File: config.mk
export PLATFORM = sky130hd
export DESIGN_NAME = sensor_poll_scheduler
export DESIGN_NICKNAME = d
export VERILOG_FILES = /design/src/rtl/sensor_sched_pkg.sv /design/src/rtl/tick_frame_gen.sv /design/src/rtl/sensor_poll_scheduler.sv
export SDC_FILE = /design/constraint.sdc
export NUM_CORES = 1
export LEC_CHECK = 0
export CORE_ASPECT_RATIO = 1.75
export CORE_UTILIZATION = 49
export DETAILED_ROUTE_END_ITERATION = 16
export HOLD_SLACK_MARGIN = 0.12
export PLACE_DENSITY = 0.75
export SYNTH_ARGS = -nofsm -noshare
export SYNTH_HDL_FRONTEND = slang
export SYNTH_HIERARCHICAL = 1
export SYNTH_SLANG_ARGS = --single-unit
File: constraint.sdc
create_clock -name clk_1mhz_in -period 2.43 [get_ports clk_1mhz_in]
set_input_delay 0.486 -clock clk_1mhz_in [delete_from_list [all_inputs] [get_ports clk_1mhz_in]]
set_output_delay 0.486 -clock clk_1mhz_in [all_outputs]
set_load 0.01 [all_outputs]
File: src/rtl/sensor_sched_pkg.sv
// rtl/sensor_sched_pkg.sv - shared state type and default timebase constants for the sensor poll scheduler
package sensor_sched_pkg;

    typedef enum logic [1:0] {
        ST_IDLE     = 2'd0,
        ST_SCAN     = 2'd1,
        ST_REQ_WAIT = 2'd2,
        ST_GAP      = 2'd3
    } sched_state_t;

    // Defaults for a 1 MHz system clock: 100 kHz tick, 10 ms frame, 0.5 ms slot timeout.
    localparam int DEF_NUM_SLOTS     = 4;
    localparam int DEF_TICK_DIV      = 10;
    localparam int DEF_FRAME_TICKS   = 1000;
    localparam int DEF_TIMEOUT_TICKS = 50;
    localparam int DEF_FCNT_W        = 16;

endpackage

File: src/rtl/tick_frame_gen.sv
// rtl/tick_frame_gen.sv - prescaler and frame counter producing a tick strobe and a frame boundary strobe
//
// Ports:
//   clk          system clock
//   rst_n        asynchronous active-low reset
//   tick         1-cycle strobe every TICK_DIV clocks (first on the TICK_DIV-th clock after reset)
//   frame_start  1-cycle strobe on the tick that completes FRAME_TICKS ticks
module tick_frame_gen
    import sensor_sched_pkg::*;
#(
    parameter int TICK_DIV    = DEF_TICK_DIV,
    parameter int FRAME_TICKS = DEF_FRAME_TICKS
) (
    input  logic clk,
    input  logic rst_n,
    output logic tick,
    output logic frame_start
);

    localparam int PW = (TICK_DIV > 1) ? $clog2(TICK_DIV) : 1;
    localparam int FW = (FRAME_TICKS > 1) ? $clog2(FRAME_TICKS) : 1;
    localparam logic [PW-1:0] PRE_LAST   = PW'(TICK_DIV - 1);
    localparam logic [FW-1:0] FRAME_LAST = FW'(FRAME_TICKS - 1);

    logic [PW-1:0] pre_cnt;
    logic [FW-1:0] tick_cnt;

    // Strobes are pure decodes of the counter registers, so they are glitch-free
    // and line up with the cycle the count reaches its terminal value.
    assign tick        = (pre_cnt == PRE_LAST);
    assign frame_start = tick && (tick_cnt == FRAME_LAST);

    always_ff @(posedge clk or negedge rst_n) begin
        if (!rst_n) begin
            pre_cnt  <= '0;
            tick_cnt <= '0;
        end else begin
            pre_cnt <= tick ? '0 : pre_cnt + 1'b1;
            if (tick) begin
                tick_cnt <= frame_start ? '0 : tick_cnt + 1'b1;
            end
        end
    end

endmodule

File: src/rtl/sensor_poll_scheduler.sv
// rtl/sensor_poll_scheduler.sv - frame timebase and one-at-a-time request sequencer for sensor reader slots
//
// Ports:
//   clk_1mhz_in    system clock
//   reset_n        asynchronous active-low reset
//   enable         run frames; dropping it lets the current request finish, then stops
//   slot_mask      per-slot enable, captured only on the frame_start cycle
//   clr_flags      pulse clearing timeout_flags and overrun (a coincident new event wins)
//   done           per-slot completion from the readers; only the requested slot counts
//   req            one-hot or zero request, held until done or timeout
//   tick_100khz    1-cycle tick strobe
//   frame_start    1-cycle frame boundary strobe
//   busy           a frame's slot sequence is in progress
//   timeout_flags  sticky per-slot timeout record
//   overrun        sticky: a frame boundary arrived while busy
//   frame_count    frames started, wrapping
module sensor_poll_scheduler
    import sensor_sched_pkg::*;
#(
    parameter int NUM_SLOTS     = DEF_NUM_SLOTS,
    parameter int TICK_DIV      = DEF_TICK_DIV,
    parameter int FRAME_TICKS   = DEF_FRAME_TICKS,
    parameter int TIMEOUT_TICKS = DEF_TIMEOUT_TICKS,
    parameter int FCNT_W        = DEF_FCNT_W
) (
    input  logic                 clk_1mhz_in,
    input  logic                 reset_n,
    input  logic                 enable,
    input  logic [NUM_SLOTS-1:0] slot_mask,
    input  logic                 clr_flags,
    input  logic [NUM_SLOTS-1:0] done,
    output logic [NUM_SLOTS-1:0] req,
    output logic                 tick_100khz,
    output logic                 frame_start,
    output logic                 busy,
    output logic [NUM_SLOTS-1:0] timeout_flags,
    output logic                 overrun,
    output logic [FCNT_W-1:0]    frame_count
);

    localparam int PTR_W = $clog2(NUM_SLOTS + 1);
    localparam int IDX_W = (NUM_SLOTS > 1) ? $clog2(NUM_SLOTS) : 1;
    localparam int TO_W  = $clog2(TIMEOUT_TICKS + 1);
    localparam logic [TO_W-1:0] TO_LAST = TO_W'(TIMEOUT_TICKS - 1);

    if (TIMEOUT_TICKS >= FRAME_TICKS) begin : g_timeout_check
        $error("sensor_poll_scheduler: TIMEOUT_TICKS must be less than FRAME_TICKS");
    end

    tick_frame_gen #(
        .TICK_DIV    (TICK_DIV),
        .FRAME_TICKS (FRAME_TICKS)
    ) u_timebase (
        .clk         (clk_1mhz_in),
        .rst_n       (reset_n),
        .tick        (tick_100khz),
        .frame_start (frame_start)
    );

    sched_state_t         state;
    logic [NUM_SLOTS-1:0] mask_q;
    logic [PTR_W-1:0]     ptr;
    logic [IDX_W-1:0]     cur;
    logic [TO_W-1:0]      to_cnt;

    logic                 found;
    logic [IDX_W-1:0]     found_idx;
    logic                 done_hit;
    logic                 timeout_hit;

    // Lowest latched slot at or above the pointer; scanning downwards lets the
    // last assignment be the lowest match.
    always_comb begin
        found     = 1'b0;
        found_idx = '0;
        for (int i = NUM_SLOTS - 1; i >= 0; i--) begin
            if (mask_q[i] && (PTR_W'(i) >= ptr)) begin
                found     = 1'b1;
                found_idx = IDX_W'(i);
            end
        end
    end

    // Masking with req ignores done from any slot not currently requested.
    assign done_hit    = |(done & req);
    assign timeout_hit = tick_100khz && (to_cnt == TO_LAST);

    always_ff @(posedge clk_1mhz_in or negedge reset_n) begin
        if (!reset_n) begin
            state         <= ST_IDLE;
            mask_q        <= '0;
            ptr           <= '0;
            cur           <= '0;
            to_cnt        <= '0;
            req           <= '0;
            busy          <= 1'b0;
            timeout_flags <= '0;
            overrun       <= 1'b0;
            frame_count   <= '0;
        end else begin
            if (frame_start) begin
                frame_count <= frame_count + 1'b1;
            end

            // Clear is written first so that any set below in the same cycle takes effect.
            if (clr_flags) begin
                timeout_flags <= '0;
                overrun       <= 1'b0;
            end
            if (frame_start && busy) begin
                overrun <= 1'b1;
            end

            case (state)
                ST_IDLE: begin
                    if (frame_start && enable) begin
                        mask_q <= slot_mask;
                        ptr    <= '0;
                        busy   <= 1'b1;
                        state  <= ST_SCAN;
                    end
                end
                ST_SCAN: begin
                    if (found && enable) begin
                        req            <= '0;
                        req[found_idx] <= 1'b1;
                        cur            <= found_idx;
                        to_cnt         <= '0;
                        state          <= ST_REQ_WAIT;
                    end else begin
                        busy  <= 1'b0;
                        state <= ST_IDLE;
                    end
                end
                ST_REQ_WAIT: begin
                    if (done_hit) begin
                        req   <= '0;
                        state <= ST_GAP;
                    end else if (timeout_hit) begin
                        req                <= '0;
                        timeout_flags[cur] <= 1'b1;
                        state              <= ST_GAP;
                    end else if (tick_100khz) begin
                        to_cnt <= to_cnt + 1'b1;
                    end
                end
                ST_GAP: begin
                    ptr   <= PTR_W'(cur) + PTR_W'(1);
                    state <= ST_SCAN;
                end
                default: state <= ST_IDLE;
            endcase
        end
    end

endmodule

# --- After elaboration in Yosys (flattened, before gate mapping) ---
# Index checks and enable logic that the tools add are counted.
totals:
  wordCells: 103
  in_bits: 12
  reg_bits: 57
  output_inout_bits: 28
classes:
  bitwise_logic: 2
  n_eq_ne: 13
  magnitude_cmp: 8
  n_mux: 39
  n_addsub: 5
  n_reduce_logical: 24
op_table:
  columns: ["cell", "n"]
  rows:
  - ["$mux W4", 8]
  - ["$mux W6", 4]
  - ["$add A16 B1 Y16 const B", 1]
  - ["$mux W2", 8]
  - ["$ne A2 B2 Y1 const B", 6]
  - ["$pmux W6 S2", 1]
  - ["$logic_and A1 B1 Y1", 11]
  - ["$add A10 B1 Y10 const B", 1]
  - ["$eq A10 B10 Y1 const B", 1]
  - ["$mux W1", 10]
  - ["$mux W10", 1]
  - ["$pmux W2 S4", 1]
  - ["$pmux W4 S2", 1]
  - ["$reduce_and A2 Y1", 4]
  - ["$reduce_bool A2 Y1", 4]
  - ["$add A6 B1 Y6 const B", 1]
  - ["$eq A6 B6 Y1 const B", 1]
  - ["$ge A1 B3 Y1 const A", 2]
  - ["$ge A2 B3 Y1 const A", 2]
  - ["$lt A2 B3 Y1 const B", 2]
  - ["$pmux W3 S2", 1]
  - ["$reduce_and A3 Y1", 2]
  - ["$reduce_and A5 Y1", 1]
  - ["$add A4 B1 Y4 const B", 1]
  - ["other kinds (13)", 16]

# --- Logic depth before layout (Yosys ltp) ---
# Gate-level depths: netlist (run 1).
logic_depth:
  depth_word: 12
  mapped_depth: 11
  mapped_depth_nobuf: 9

# --- Cells and area by module ---
# Netlist (run 1), hierarchy kept.
modules_own_cells:
  columns: ["module", "cells_each", "area_per_inst_um2", "n_inst"]
  rows:
  - ["sensor_poll_scheduler", 205, 2174.6, 1]
  - ["tick_frame_gen", 71, 715.7, 1]

# --- Worst setup path before layout (run 1) ---
# Ideal clock, no wire load.
synth_timing:
  path_kind: "register to register"
  start: "register u_timebase.pre_cnt[2]"
  end: "register frame_count[10]"
  setup_time_ns: 0.125
  setup_slack_ns: -0.231
  stages_incl_launch_ff: 12
  n_path_buf: 2
  arrival_time_ns: 2.536
  path_cell_list: "dfrtp_1 > nand4bb_1 > buf_2 > clkinv_2 > nand3_4 > nor4_1 > buf_2 > and4_1 > nand3_1 > nor2_1 > nand3_1 > xnor2_1"
synth_between:
  elab_chain_len: 2
synth_lines:
  columns: ["item", "line_no", "source"]
  rows:
  - ["from (decl)", "tick_frame_gen.sv:25", "logic [PW-1:0] pre_cnt;"]
  - ["from (signal assigned)", "tick_frame_gen.sv:38", "pre_cnt <= tick ? '0 : pre_cnt + 1'b1;"]
  - ["$eq A4 B4 Y1", "tick_frame_gen.sv:30", "assign tick = (pre_cnt == PRE_LAST);"]
  - ["net tick_100khz", "sensor_poll_scheduler.sv:33", "output logic tick_100khz,"]
  - ["$logic_and A1 B1 Y1", "tick_frame_gen.sv:31", "assign frame_start = tick && (tick_cnt == FRAME_LAST);"]
  - ["net frame_start", "sensor_poll_scheduler.sv:34", "output logic frame_start,"]
  - ["to (signal assigned)", "sensor_poll_scheduler.sv:102", "frame_count <= frame_count + 1'b1;"]
  - ["to (decl)", "sensor_poll_scheduler.sv:38", "output logic [FCNT_W-1:0] frame_count"]
# The timed path passes the listed nets, and every way through them passes these cells.
# A chain may end at the register's enable or synchronous reset.

# --- Worst setup path after layout (run 1) ---
layout_timing:
  start: "register u_timebase.pre_cnt[2]"
  end: "output frame_start"
layout_between:
  elab_chain_len: 2
layout_lines:
  columns: ["item", "line_no"]
  rows:
  - ["$eq A4 B4 Y1", "tick_frame_gen.sv:30"]
  - ["$logic_and A1 B1 Y1", "tick_frame_gen.sv:31"]
  - ["to (decl)", "sensor_poll_scheduler.sv:34"]
# Every way passes these cells.

==> results.json, run 1 <==
{
  "areaGrowthSynthToFinish_pct": 27.0,
  "p_leak_nw": 1.61,
  "grt_pass1_vias": 2335,
  "netlist_instances": 276,
  "numCtsBuffers": 9,
  "setup_slack_ns": 0.102,
  "cts.path.max_buffers": 2,
  "rsz0062_at_grt": "yes",
  "cpMaxStageDelayCell": "dfrtp_1",
  "worst_pin_slew_ns": 0.665,
  "fmax_mhz": 430,
  "start_kind": "flip-flop",
  "cp.buffers_inverters": 2,
  "clock_latency_ns": 0.34,
  "power.share.clock_pct": 52.2,
  "fin_crit_sh_pct": 95.8,
  "initial_core_util_pct": 51.3,
  "core-area_sq_mm": 0.00563,
  "crit_chain": "nand4bb_1 > clkinv_2 > nand3_4 > nor4_4 > dlygate4sd2_1",
  "syn_nets": 300,
  "grt_first_pass_wirelength_mm": 10.3,
  "end_kind": "output pin",
  "post-place-ws_ns": 0.0674,
  "r2r_slack_ns": 0.14,
  "r2r-end": "frame_count[13]$_DFFE_PN0P_",
  "finClkSkew_ns": 0.00787,
  "powerDensity_mw_per_mm2": 566,
  "synth_area_sq_mm": 0.00289,
  "reg2reg_from": "u_timebase/pre_cnt[2]$_DFF_PN0_",
  "mostFrequentLayoutCell": "dfrtp_1",
  "yosys.area.top_type_share_pct": 49.4,
  "crit_family": "simple AND/OR/NAND/NOR gates",
  "placed_cell_area_sq_mm": 0.00341,
  "required_ns": 1.94,
  "power.switching_uw": 402,
  "synth_top_area_cell": "dfrtp_1",
  "drive_gt1_share_pct": 13.8,
  "drtIter0Drc": 103,
  "arrival_ns": 1.84,
  "avgSynthCellArea_sq_um": 10.5,
  "ir_worst_vdd_uv": 472,
  "async_reset_ff_share_pct": 100,
  "die_h_um": 104,
  "drt_wl_total_mm": 5.98,
  "cts_sinks": 57,
  "swShare_pct": 19.4,
  "diodes": 0,
  "setup_viol": 0,
  "grt_antenna_before_repair": 0,
  "clk_pin_slew_ns": 0.06,
  "grt_max_degree": 55,
  "maxCapViolCount": 0,
  "drtPass1Iterations": 4,
  "slew_violations": 0,
  "synth_edf_count": 0,
  "min_period_ns": 2.33,
  "tritoncts": "built",
  "status": "finished clean",
  "final_nets": 352,
  "reg2reg_depth": 10,
  "yosys_register_bits": 57,
  "postRouteAntennaNets": 0,
  "synthFlopType": "dfrtp_1",
  "final_cell_mix": "dfrtp_1 (57), clkdlybuf4s50_1 (37), nand2_1 (29)",
  "row_count": 36,
  "yosys_warnings": 6,
  "overflow": 0,
  "stdcell_area_sq_mm": 0.00367,
  "crit_path_max_incr_delay_ns": 0.42,
  "setup.worst_path.class": "flip-flop to output pin",
  "vias": 2249,
  "crit_fanout": 6,
  "viasPerCell": 5.50,
  "seqPwrFrac_pct": 45.7,
  "gp_congestion": 0.848,
  "hold_violations": 0,
  "worst_hold_path_type": "primary input to async pin",
  "p_int_mw": 1.67,
  "drc": 0,
  "dieWidth_um": 60.1,
  "slew_headroom_pct": 55.7,
  "io_buffers": 39,
  "yosysSeqAreaShare_pct": 49.4,
  "grtUsageTotal_pct": 21.8,
  "dieArea_sq_mm": 0.00622,
  "dpl.hpwl_mm": 4.32,
  "p_comb_share_pct": 2.1,
  "htree_num_levels": 3,
  "root_buffer": "clkbuf_8",
  "wire_per_inst_um": 14.6,
  "synth.top_cells.by_area": "dfrtp_1 (49%), ha_1 (5.2%), xnor2_1 (4.8%), nand2_1 (3.8%), mux2_2 (3.5%)",
  "total_power_mw": 2.08,
  "boundaryPins": 40,
  "yosysUniqueCellTypes": 51
}
[metrics by stage]
step	utilization, %	std cells	setup TNS [ns]	hold WS [ns]
after floorplan	-	276	0	0.190
after global placement	60.5	392	0	0.289
after detailed placement	60.5	392	0	0.289
after CTS	65.0	409	0	0.461
after global routing	65.2	409	-0.00428	0.479
final	65.2	409	0	0.472
[worst max-delay path by stage]
stage	start	endpoint	slack, ns	depth (start not counted)
after floorplan	u_timebase/pre_cnt[2]$_DFF_PN0_	frame_count[10]$_DFFE_PN0P_	0.005	11
after global placement	enable	req[3]$_DFFE_PN0P_	0.09	6
after detailed placement	enable	req[3]$_DFFE_PN0P_	0.07	6
after CTS	u_timebase/pre_cnt[2]$_DFF_PN0_	frame_start	0.08	5
after global routing	u_timebase/pre_cnt[2]$_DFF_PN0_	frame_count[13]$_DFFE_PN0P_	-0.004	10
final	u_timebase/pre_cnt[2]$_DFF_PN0_	frame_start	0.10	5
[layout make-up]
| type | count | area, sq um |
|---|---|---|
| Tap cell | 76 | 95.1 |
| Fill cell | 461 | 1960 |
| Multi-Input combinational cell | 192 | 1380 |
| Timing Repair Buffer | 46 | 439 |
| Inverter | 22 | 83.8 |
| Sequential cell | 57 | 1430 |
| Clock inverter | 5 | 103 |
| Clock buffer | 11 | 141 |
[Yosys cell counts, drive strengths merged, types with 2 or more instances]
library cell	n
a21oi	10
nor2	10
o311ai	2
and2	3
o22ai	2
ha	12
and3	4
nand3	14
mux2i	6
mux2	9
clkbuf	2
buf	3
xor2	5
and4	3
nor4	4
or2	2
nand2	29
xnor2	16
o21ai	19
or3	3
dfrtp	57
inv	21
a22oi	2
nand4	8
nand2b	5
a32o	3
nor3	5
o31ai	2
[sequential cells by signal (all words and copies together), names as in the netlist]
| register | flops |
|---|---|
| u_timebase/pre_cnt | 4 |
| ptr | 3 |
| timeout_flags | 4 |
| mask_q | 4 |
| state | 2 |
| req | 4 |
| u_timebase/tick_cnt | 10 |
| overrun | 1 |
| cur | 2 |
| to_cnt | 6 |
| frame_count | 16 |
| busy | 1 |
[logic make-up after synthesis]
logic type               count (synthesis)  synth area share, %
AO/OA/AOI/OAI                           48                 11.1
adder cells (fa/ha/maj)                 12                 5.19
AND/OR/NAND/NOR                         96                 18.7
buffers and inverters                   27                 3.68
multiplexers                            15                 5.58
flip-flops                              57                 49.4
XOR/XNOR                                21                 6.36
[timing repair]
action / 4_1_cts / 5_1_grt
endpoints found under the hold margin: 3 / 0
hold buffers: 1 / 0
gates resized for setup: 1 / 3
setup endpoints to repair: 1 / 3
setup buffers: 0 / 0
[power by group through the flow]
stage	Sequential, mW	Combinational [mW]	Clock [mW]
finish	0.949	0.0430	1.09
global route	0.948	0.0489	1.15
CTS	0.949	0.0450	1.10
detailed placement	0.966	0.0437	0
global placement	0.966	0.0429	0
floorplan	0.967	0.00478	0
[per-layer routing]
layer  track usage (%)  vias up  part of all wire (%)
met5                 0        -                     0
met4              10.6        0                   1.7
met3              4.99       10                   3.1
met2              38.3       47                    56
met1              23.3     1115                    39
li1                  -     1077                     -
Power figures use the tool's default switching activity.
==> inputs of run 2 (changes only) <==
--- a/config.mk
+++ b/config.mk
@@ -6,11 +6,10 @@
 export NUM_CORES = 1
 export LEC_CHECK = 0
 export CORE_ASPECT_RATIO = 1.75
-export CORE_UTILIZATION = 49
+export CORE_UTILIZATION = 55
 export DETAILED_ROUTE_END_ITERATION = 16
 export HOLD_SLACK_MARGIN = 0.12
-export PLACE_DENSITY = 0.75
+export PLACE_DENSITY = 0.8
 export SYNTH_ARGS = -nofsm -noshare
 export SYNTH_HDL_FRONTEND = slang
-export SYNTH_HIERARCHICAL = 1
 export SYNTH_SLANG_ARGS = --single-unit
==> constraint.sdc (replaced) <==
create_clock -name clk_1mhz_in -period 3 [get_ports clk_1mhz_in]
set_input_delay 0.6 -clock clk_1mhz_in [delete_from_list [all_inputs] [get_ports clk_1mhz_in]]
set_output_delay 0.6 -clock clk_1mhz_in [all_outputs]
set_load 0.01 [all_outputs]
==> run 2 against run 1 <==
The run now ends with DRC left. Sequential cell count unchanged. First-iteration DRC count decreased by 18%. Via count increased by 2.6%. Final cell count decreased by 0.73%. Die area decreased by 10%. Clock power decreased by 25%. Hold slack got worse by 0.20 ns. Combinational power increased to 11 times the previous value. Synthesized cell count increased by 7.2%. Clock-buffer cell count unchanged. Sequential power decreased by 9.2%. Global-route usage increased by 2.1 points.
==> results.json, run 2 <==
{
  "status": "finished, violations left",
  "violations": "DRC",
  "diodes": 0,
  "p_int_mw": 1.52,
  "post_cts_resized": 0,
  "drtPass1Iterations": 10,
  "gp_congestion": 0.826,
  "finClkSkew_ns": 0.00849,
  "min_period_ns": 2.82,
  "met1Wirelength_mm": 2.44,
  "numCtsBuffers": 9,
  "highest_layer": "met4",
  "synth_commonest_cells": "dfrtp_1 (57), nand2_1 (42), inv_1 (21), o21ai_0 (21), nor3_1 (15)",
  "die_h_um": 98.1,
  "clk_pin_slew_ns": 0.07,
  "p_leak_nw": 1.65,
  "synthFlopType": "dfrtp_1",
  "grtUsageTotal_pct": 24.0,
  "slew_violations": 0,
  "vias": 2308,
  "arrival_ns": 2.22,
  "seqPwrFrac_pct": 40.3,
  "dieWidth_um": 56.9,
  "dpl.hpwl_mm": 4.48,
  "areaGrowthSynthToFinish_pct": 24.8,
  "worst_hold_path_type": "primary input to async pin",
  "root_buffer": "clkbuf_8",
  "hold_violations": 0,
  "reg2reg_from": "u_timebase.tick_cnt[0]$_DFFE_PN0P_",
  "drc": 2,
  "regMostFlops": "frame_count",
  "start_kind": "flip-flop",
  "grt_max_degree": 32,
  "seq_area_sq_mm": 0.00143,
  "synth.top_cells.by_area": "dfrtp_1 (49%), nand2_1 (5.4%), ha_1 (5.2%), o21ai_0 (3.6%), xnor2_1 (3.3%)",
  "r2r-end": "frame_count[15]$_DFFE_PN0N_",
  "yosys_warnings": 0,
  "setup.worst_path.class": "flip-flop to output pin",
  "power.share.clock_pct": 38.3,
  "swShare_pct": 29.1,
  "setup_viol": 0,
  "postCtsSetupBuffers": 0,
  "cts.path.max_buffers": 2,
  "end_kind": "output pin",
  "endpoint": "frame_start",
  "route.met2.wl_mm": 3.26,
  "mostFrequentLayoutCell": "dfrtp_1",
  "wl_met3_um": 187,
  "setup_tns_ns": 0,
  "reg_top3": "frame_count x16, u_timebase.tick_cnt x10, to_cnt x6",
  "required_ns": 2.40,
  "fin_crit_sh_pct": 93.9,
  "stdcell_count": 406,
  "p_comb_share_pct": 21.3,
  "grt_antenna_before_repair": 0,
  "drt_wl_total_mm": 6.05,
  "synth_top_area_cell": "dfrtp_1",
  "viasPerCell": 5.68,
  "crit_path_max_incr_delay_ns": 0.56,
  "maxCapViolCount": 0,
  "crit_chain": "ha_1 > nand2_1 > or3_1 > nor2_1 > clkdlybuf4s50_1",
  "async_reset_ff_share_pct": 100,
  "worst_pin_slew_ns": 0.695,
  "grt_pass1_vias": 2269,
  "ir_worst_vdd_uv": 336,
  "yosys_register_bits": 57,
  "r2r_slack_ns": 0.67,
  "cts_hold_buf": 0,
  "synth_area_sq_mm": 0.00291,
  "dieArea_sq_mm": 0.00559,
  "final_nets": 371,
  "syn_nets": 320,
  "overflow": 0,
  "grt_first_pass_wirelength_mm": 10.2,
  "startpoint": "u_timebase.tick_cnt[0]$_DFFE_PN0P_",
  "wire_per_inst_um": 14.9,
  "yosys.area.top_type_share_pct": 49.1,
  "core-area_sq_mm": 0.00502,
  "avgSynthCellArea_sq_um": 9.82,
  "initial_core_util_pct": 57.9,
  "power.switching_uw": 622,
  "netlist_instances": 296,
  "largest_reg_flops": 16,
  "synth_edf_count": 0,
  "multiInputGateArea_sq_mm": 0.00137,
  "reg2reg_depth": 6,
  "powerDensity_mw_per_mm2": 589,
  "drtIter0Drc": 84,
  "io_buffers": 39,
  "tritoncts": "built",
  "yosysSeqAreaShare_pct": 49.1,
  "boundaryPins": 40,
  "dp.cells": 390,
  "cts_sinks": 57,
  "synth.most_common_cell": "dfrtp_1",
  "htree_num_levels": 3,
  "clock_latency_ns": 0.34,
  "rsz0062_at_grt": "no",
  "slew_headroom_pct": 53.4,
  "postRouteAntennaNets": 0,
  "fill_cells": 378,
  "cpMaxStageDelayCell": "clkdlybuf4s50_1",
  "crit_fanout": 9,
  "row_count": 34,
  "yosysUniqueCellTypes": 46,
  "final_cell_mix": "dfrtp_1 (57), nand2_1 (42), clkdlybuf4s50_1 (38)",
  "fmax_mhz": 355,
  "drive_gt1_share_pct": 10.2
}
run 2: cell count changes after synthesis, sizes merged, moves of 4 or more:
cell,previous run,this run
nand2,29,42
nor2,10,14
nand2b,5,1
nor3,5,16
xnor2,16,11
xor2,5,9
nand3,14,9
run 2: cells by family after synthesis:
family	after synthesis	share of synthesized area, %
fa+ha+maj	12	5.17
xor+xnor	20	6.03
compound gates	55	12.7
simple gates	115	20.0
buf+inv	28	3.70
mux	9	3.36
flops	57	49.1
run 2: through the flow:
step / instance area [sq um] / power [mW] / util [%] / setup slack, ns / hold WS, ns
floorplan: 2910 / 1.17 / - / 0.865 / 0.304
global placement: 3400 / 1.32 / 67.7 / 0.572 / 0.456
detailed placement: 3400 / 1.33 / 67.7 / 0.527 / 0.480
CTS: 3630 / 2.15 / 72.3 / 0.190 / 0.283
global route: 3630 / 2.24 / 72.3 / 0.101 / 0.321
finish: 3630 / 2.14 / 72.3 / 0.182 / 0.275
run 2: cell type report:
| type | count | area share [%] |
|---|---|---|
| clock inverters | 5 | 2.14 |
| multi-input cells | 211 | 37.8 |
| repair buffers | 46 | 12.4 |
| clock buffers | 11 | 4.17 |
| inverters | 22 | 2.28 |
| flip-flops and latches | 57 | 39.3 |
| well taps | 54 | 1.86 |
run 2: layer usage:
metal / global-route usage [%] / vias to the layer above
met5: 0 / -
met3: 4.64 / 12
li1: - / 1147
met2: 41.6 / 38
met1: 27.5 / 1111
met4: 12.0 / 0
run 2: worst min-delay path by stage:
stage                                startpoint                     endpoint  slack [ns]  cells past startpoint
finish                                  reset_n        mask_q[1]$_DFFE_PN0P_        0.28                      1
floorplan                               reset_n             busy$_DFFE_PN0P_        0.30                      0
global route                            reset_n        mask_q[1]$_DFFE_PN0P_        0.32                      1
global placement    frame_count[15]$_DFFE_PN0N_  frame_count[15]$_DFFE_PN0N_        0.46                      1
detailed placement   frame_count[5]$_DFFE_PN0N_   frame_count[5]$_DFFE_PN0N_        0.48                      1
CTS                                     reset_n        mask_q[1]$_DFFE_PN0P_        0.28                      1
run 2: critical path: cells and delay by family (launching register included):
family                   cells  cell delay [ns]
flip-flops                   1             0.39
buffers and inverters        1             0.56
adder cells (fa/ha/maj)      1             0.21
AND/OR/NAND/NOR              3             0.73
run 2: power by group through the flow:
stage / registers, mW / clock network, mW / logic (mW)
after CTS: 0.862 / 0.830 / 0.459
after floorplan: 0.872 / 0 / 0.299
after global placement: 0.873 / 0 / 0.442
after global routing: 0.869 / 0.865 / 0.510
after detailed placement: 0.876 / 0 / 0.452
final: 0.862 / 0.820 / 0.456
==> inputs of run 3 (changes only) <==
==> constraint.sdc (replaced) <==
create_clock -name clk_1mhz_in -period 2.8 [get_ports clk_1mhz_in]
set_input_delay 0.56 -clock clk_1mhz_in [delete_from_list [all_inputs] [get_ports clk_1mhz_in]]
set_output_delay 0.56 -clock clk_1mhz_in [all_outputs]
set_load 0.01 [all_outputs]
==> run 3 against run 2 <==
The flow still finishes with violations (DRC). Clock skew decreased by 0.0011 ns. Routed wire length increased by 2.4%. Clock power shrank 9.0%. Register-to-register slack got worse by 0.14 ns. Non-clock buffer count is 2 higher. Final cell count up 0.49%. Via count increased by 2.7%. Worst setup slack better by 0.17 ns. Clock-buffer cell count increased by 2. Largest power group unchanged.
==> results.json, run 3 (same netlist as run 2, synthesis figures left out) <==
{
  "grt_antenna_before_repair": 0,
  "postCtsSetupBuffers": 0,
  "cts_sinks": 57,
  "io_buffers": 39,
  "tritoncts": "built",
  "drtIter0Drc": 130,
  "hold_violations": 0,
  "ir_worst_vdd_uv": 373,
  "grtUsageTotal_pct": 24.9,
  "crit_path_max_incr_delay_ns": 0.56,
  "htree_num_levels": 3,
  "powerDensity_mw_per_mm2": 600,
  "p_leak_nw": 1.66,
  "numCtsBuffers": 9,
  "crit_fanout": 11,
  "maxCapViolCount": 0,
  "dpl.hpwl_mm": 4.47,
  "gp_congestion": 0.846,
  "slew_headroom_pct": 45.3,
  "crit_family": "buffers and inverters",
  "cpMaxStageDelayCell": "clkdlybuf4s50_1",
  "total_power_mw": 2.16,
  "drtPass1Iterations": 10,
  "swShare_pct": 30.1,
  "worst_pin_slew_ns": 0.821,
  "start_kind": "flip-flop",
  "dieArea_sq_mm": 0.00559,
  "cts.path.max_buffers": 2,
  "grt_max_degree": 37,
  "crit_chain": "nand4bb_1 > buf_4 > inv_1 > clkdlybuf4s50_1",
  "cts_hold_buf": 0,
  "vias": 2370,
  "reg2reg_from": "u_timebase.pre_cnt[2]$_DFF_PN0_",
  "final_nets": 373,
  "p_int_mw": 1.51,
  "p_comb_share_pct": 22.7,
  "core-area_sq_mm": 0.00502,
  "worst_hold_path_type": "primary input to async pin",
  "postRouteAntennaNets": 0,
  "violations": "DRC",
  "status": "finished, violations left",
  "r2r-end": "frame_count[13]$_DFFE_PN0N_",
  "diodes": 0,
  "drt_wl_total_mm": 6.19,
  "initial_core_util_pct": 57.9,
  "setup_tns_ns": 0,
  "mostFrequentLayoutCell": "dfrtp_1",
  "setup.worst_path.class": "flip-flop to output pin",
  "setup_viol": 0,
  "min_period_ns": 2.45,
  "required_ns": 2.24,
  "reg_top3": "frame_count x16, u_timebase.tick_cnt x10, to_cnt x6",
  "row_count": 34,
  "arrival_ns": 1.89,
  "clock_latency_ns": 0.33,
  "cp.buffers_inverters": 3,
  "largest_reg_flops": 16,
  "stdcell_count": 408,
  "end_kind": "output pin",
  "boundaryPins": 40,
  "fin_crit_sh_pct": 87.4,
  "areaGrowthSynthToFinish_pct": 23.8,
  "overflow": 0,
  "wire_per_inst_um": 15.2,
  "slew_violations": 0,
  "final_cell_mix": "dfrtp_1 (57), nand2_1 (42), clkdlybuf4s50_1 (37)",
  "dp.cells": 392,
  "drive_gt1_share_pct": 10.2,
  "seqPwrFrac_pct": 42.8,
  "dieWidth_um": 56.9,
  "root_buffer": "clkbuf_8",
  "viasPerCell": 5.81,
  "grt_pass1_vias": 2398,
  "power.switching_uw": 648,
  "rsz0062_at_grt": "no",
  "final_util_pct": 71.7,
  "grt_first_pass_wirelength_mm": 10.8,
  "die_h_um": 98.1,
  "r2r_slack_ns": 0.53,
  "fmax_mhz": 409,
  "power.share.clock_pct": 34.6,
  "drc": 2,
  "finClkSkew_ns": 0.00739,
  "regMostFlops": "frame_count",
  "holdWs_ns": 0.321,
  "reg2reg_depth": 5,
  "clk_pin_slew_ns": 0.06
}
==> run 3: layout make-up <==
cell class	count	area, sq um
clock inverter	3	40.0
tap	54	67.6
multi-input combinational	211	1380
fill	395	1420
inverter	22	82.6
timing repair buffer	48	455
clock buffer	13	149
sequential	57	1430
==> run 3: worst max-delay path by stage <==
| stage | from | end | slack (ns) | cells past startpoint |
|---|---|---|---|---|
| 4_1_cts | u_timebase.tick_cnt[3]$_DFFE_PN0P_ | frame_start | 0.08 | 3 |
| 3_5_place_dp | u_timebase.pre_cnt[2]$_DFF_PN0_ | frame_start | 0.40 | 4 |
| 2_1_floorplan | u_timebase.pre_cnt[2]$_DFF_PN0_ | frame_count[15]$_DFFE_PN0N_ | 0.67 | 7 |
| 6_report | u_timebase.pre_cnt[2]$_DFF_PN0_ | tick_100khz | 0.35 | 4 |
| 3_3_place_gp | u_timebase.pre_cnt[2]$_DFF_PN0_ | frame_start | 0.43 | 4 |
| 5_1_grt | u_timebase.pre_cnt[2]$_DFF_PN0_ | tick_100khz | 0.25 | 4 |
==> run 3: per-layer routing <==
metal / GRT usage, % / share of wire, % / vias to the layer above
met1: 28.8 / 40 / 1164
met5: 0 / 0 / -
met3: 6.36 / 3.9 / 10
met4: 11.1 / 2.0 / 0
met2: 42.5 / 54 / 54
li1: - / - / 1142
==> run 3: through the flow <==
stage | setup WS (ns) | instance area [sq um]
floorplan | 0.665 | 2910
global placement | 0.429 | 3400
detailed placement | 0.405 | 3400
finish | 0.353 | 3600
CTS | 0.0803 | 3590
global route | 0.248 | 3600
==> run 3: power groups by stage <==
| stage | Clock (mW) | Combinational [mW] | Sequential (mW) |
|---|---|---|---|
| floorplan | 0 | 0.321 | 0.934 |
| global placement | 0 | 0.476 | 0.936 |
| detailed placement | 0 | 0.491 | 0.938 |
| CTS | 0.753 | 0.494 | 0.923 |
| global route | 0.796 | 0.547 | 0.933 |
| finish | 0.746 | 0.489 | 0.923 |
==> run 3: worst reg2reg max path, stage by stage, from the launching register on <==
cell and delay [ns]:
dfrtp_1 0.43, nand4bb_1 0.23, or3_4 0.44, or4_1 0.71, nor3_2 0.20, xor2_1 0.18
==> run 3: what timing repair did <==
item | CTS | global route
resized for setup | 1 | 1
setup endpoints to repair | 1 | 1
endpoints found under the hold margin | 0 | 0
==> variant, RTL diff (config.mk and constraints of run 3) <==
Register the output `frame_count` once more, without a reset; this adds one clock of latency there. The other outputs are not delayed to match.
--- a/src/rtl/sensor_poll_scheduler.sv
+++ b/src/rtl/sensor_poll_scheduler.sv
@@ -42,6 +42,8 @@
     localparam int IDX_W = (NUM_SLOTS > 1) ? $clog2(NUM_SLOTS) : 1;
     localparam int TO_W  = $clog2(TIMEOUT_TICKS + 1);
     localparam logic [TO_W-1:0] TO_LAST = TO_W'(TIMEOUT_TICKS - 1);
+
+    logic [FCNT_W-1:0] frame_count_s0;
 
     if (TIMEOUT_TICKS >= FRAME_TICKS) begin : g_timeout_check
         $error("sensor_poll_scheduler: TIMEOUT_TICKS must be less than FRAME_TICKS");
@@ -96,10 +98,10 @@
             busy          <= 1'b0;
             timeout_flags <= '0;
             overrun       <= 1'b0;
-            frame_count   <= '0;
+            frame_count_s0 <= '0;
         end else begin
             if (frame_start) begin
-                frame_count <= frame_count + 1'b1;
+                frame_count_s0 <= frame_count_s0 + 1'b1;
             end
 
             // Clear is written first so that any set below in the same cycle takes effect.
@@ -153,5 +155,9 @@
         end
     end
 
+    always_ff @(posedge clk_1mhz_in) begin
+        frame_count <= frame_count_s0;
+    end
+
 endmodule
 
Function: same outputs for any inputs over 10 cycles, from zero or initial values and one cycle with reset_n low; that may be too few to reach the edited logic, so the function may still have changed.
==> variant against run 3 <==
  * Routed wire length fell by 0.97%
  * Highest routed layer unchanged
  * Cell area rose by 9.7%
  * Clock power rose by 32%
  * Non-clock buffer count fell by 5
  * Area after synthesis rose by 11%
  * Via count fell by 3.0%
  * Sequential cell count rose by 16
  * Register-to-register slack improved by 0.11 ns
  * Hold slack improved by 0.024 ns
  * Worst setup slack got worse by 0.19 ns
  * Power rose by 21%
==> variant: results <==
export IMPL_fin_worst_skew_ns=0.00853
export IMPL_drive_gt1_share_pct=9.41
export IMPL_yosys_top_cells_count="57 x dfrtp_1, 31 x nand2_1, 20 x xnor2_1"
export IMPL_met2_length_um=3380
export IMPL_routedWlPerCell_um=14.7
export IMPL_r2r_start="state[0]"
export IMPL_grt_max_degree=58
export IMPL_grt_use_met1_pct=24.1
export IMPL_yosysSeqAreaShare_pct=54.0
export IMPL_drt_met1_wl_um=2460
export IMPL_first_pass_iters=4
export IMPL_first_iter_violations=101
export IMPL_gr_usage_met2_pct=40.4
export IMPL_slowest_delay_ns=0.61
export IMPL_fin_cells=416
export IMPL_final_hold_worst_slack_ns=0.346
export IMPL_worst_pin_slew_ns=0.759
export IMPL_ir_worst_vdd_mv=0.489
export IMPL_post_place_cells=400
export IMPL_p_leak_nw=1.74
export IMPL_grt_pass1_vias=2220
export IMPL_synth_async_reset_ratio_pct=78.1
export IMPL_grt_first_pass_wirelength_um=10000
export IMPL_clkLatencyLatePin_ns=0.35
export IMPL_r2r_setup_slack_ns=0.64
export IMPL_status="finished clean"
export IMPL_fillerInstances=423
export IMPL_wl_met3_um=185
export IMPL_syn_num_nets=312
export IMPL_globalRouteTotalUtil_pct=22.3
export IMPL_final_nets=359
export IMPL_vias=2298
## variant: changes by cell type after synthesis, sizes merged, moves of 4 or more
cell   change
dfxtp     +16
nand2     -11
inv        -9
nor3       -9
o21ai      -9
xnor2      +9
xor2       -7
a22o       +6
and3       +6
a21oi      -4
and4       +4
nand4      -4
o31ai      -4
## variant: power by group
group / total [mW] / internal, mW / leakage, nW / switching (mW)
clock network: 0.983 / 0.596 / 0.117 / 0.386
registers: 1.16 / 1.11 / 0.890 / 0.0543
logic: 0.477 / 0.202 / 0.734 / 0.275
## variant: kinds of logic (layout without fill, tap and decap cells)
kind of cell	Yosys count	in the layout	share of synthesized area, %
fa+ha+maj	12	12	4.64
simple gates	98	98	17.3
mux	10	10	3.32
compound gates	52	52	11.7
xor+xnor	22	22	5.95
buf+inv	21	73	3.13
flops	73	73	54.0
## variant: critical path, delay by kind of cell (launching register included)
kind,cells,cell delay [ns]
buf+inv,1,0.61
flops,1,0.40
fa+ha+maj,1,0.18
simple gates,2,0.55
## variant: through the flow
stage	util [%]	setup slack, ns
final	70.1	0.163
after detailed placement	65.8	0.465
after global placement	65.8	0.500
after global routing	70.1	0.0443
after floorplan	-	0.995
after CTS	70.1	0.144
## variant: path summary, 6_finish.rpt
path                       cells past startpoint                end
max                                            4        frame_start
min                                            2  frame_count_s0[0]
max reg2reg                                    6             req[1]
min reg2reg                                    0    frame_count[15]
max in group asynchronous                      2   timeout_flags[3]
min in group clk_1mhz_in                       0    frame_count[15]
## variant: layout make-up
| cell class | count | area share, % |
|---|---|---|
| Sequential cell | 73 | 44.3 |
| Multi-Input combinational cell | 194 | 35.2 |
| Timing Repair Buffer | 43 | 10.5 |
| Clock buffer | 10 | 3.23 |
| Clock inverter | 6 | 2.92 |
| Tap cell | 76 | 2.41 |
| Inverter | 14 | 1.46 |
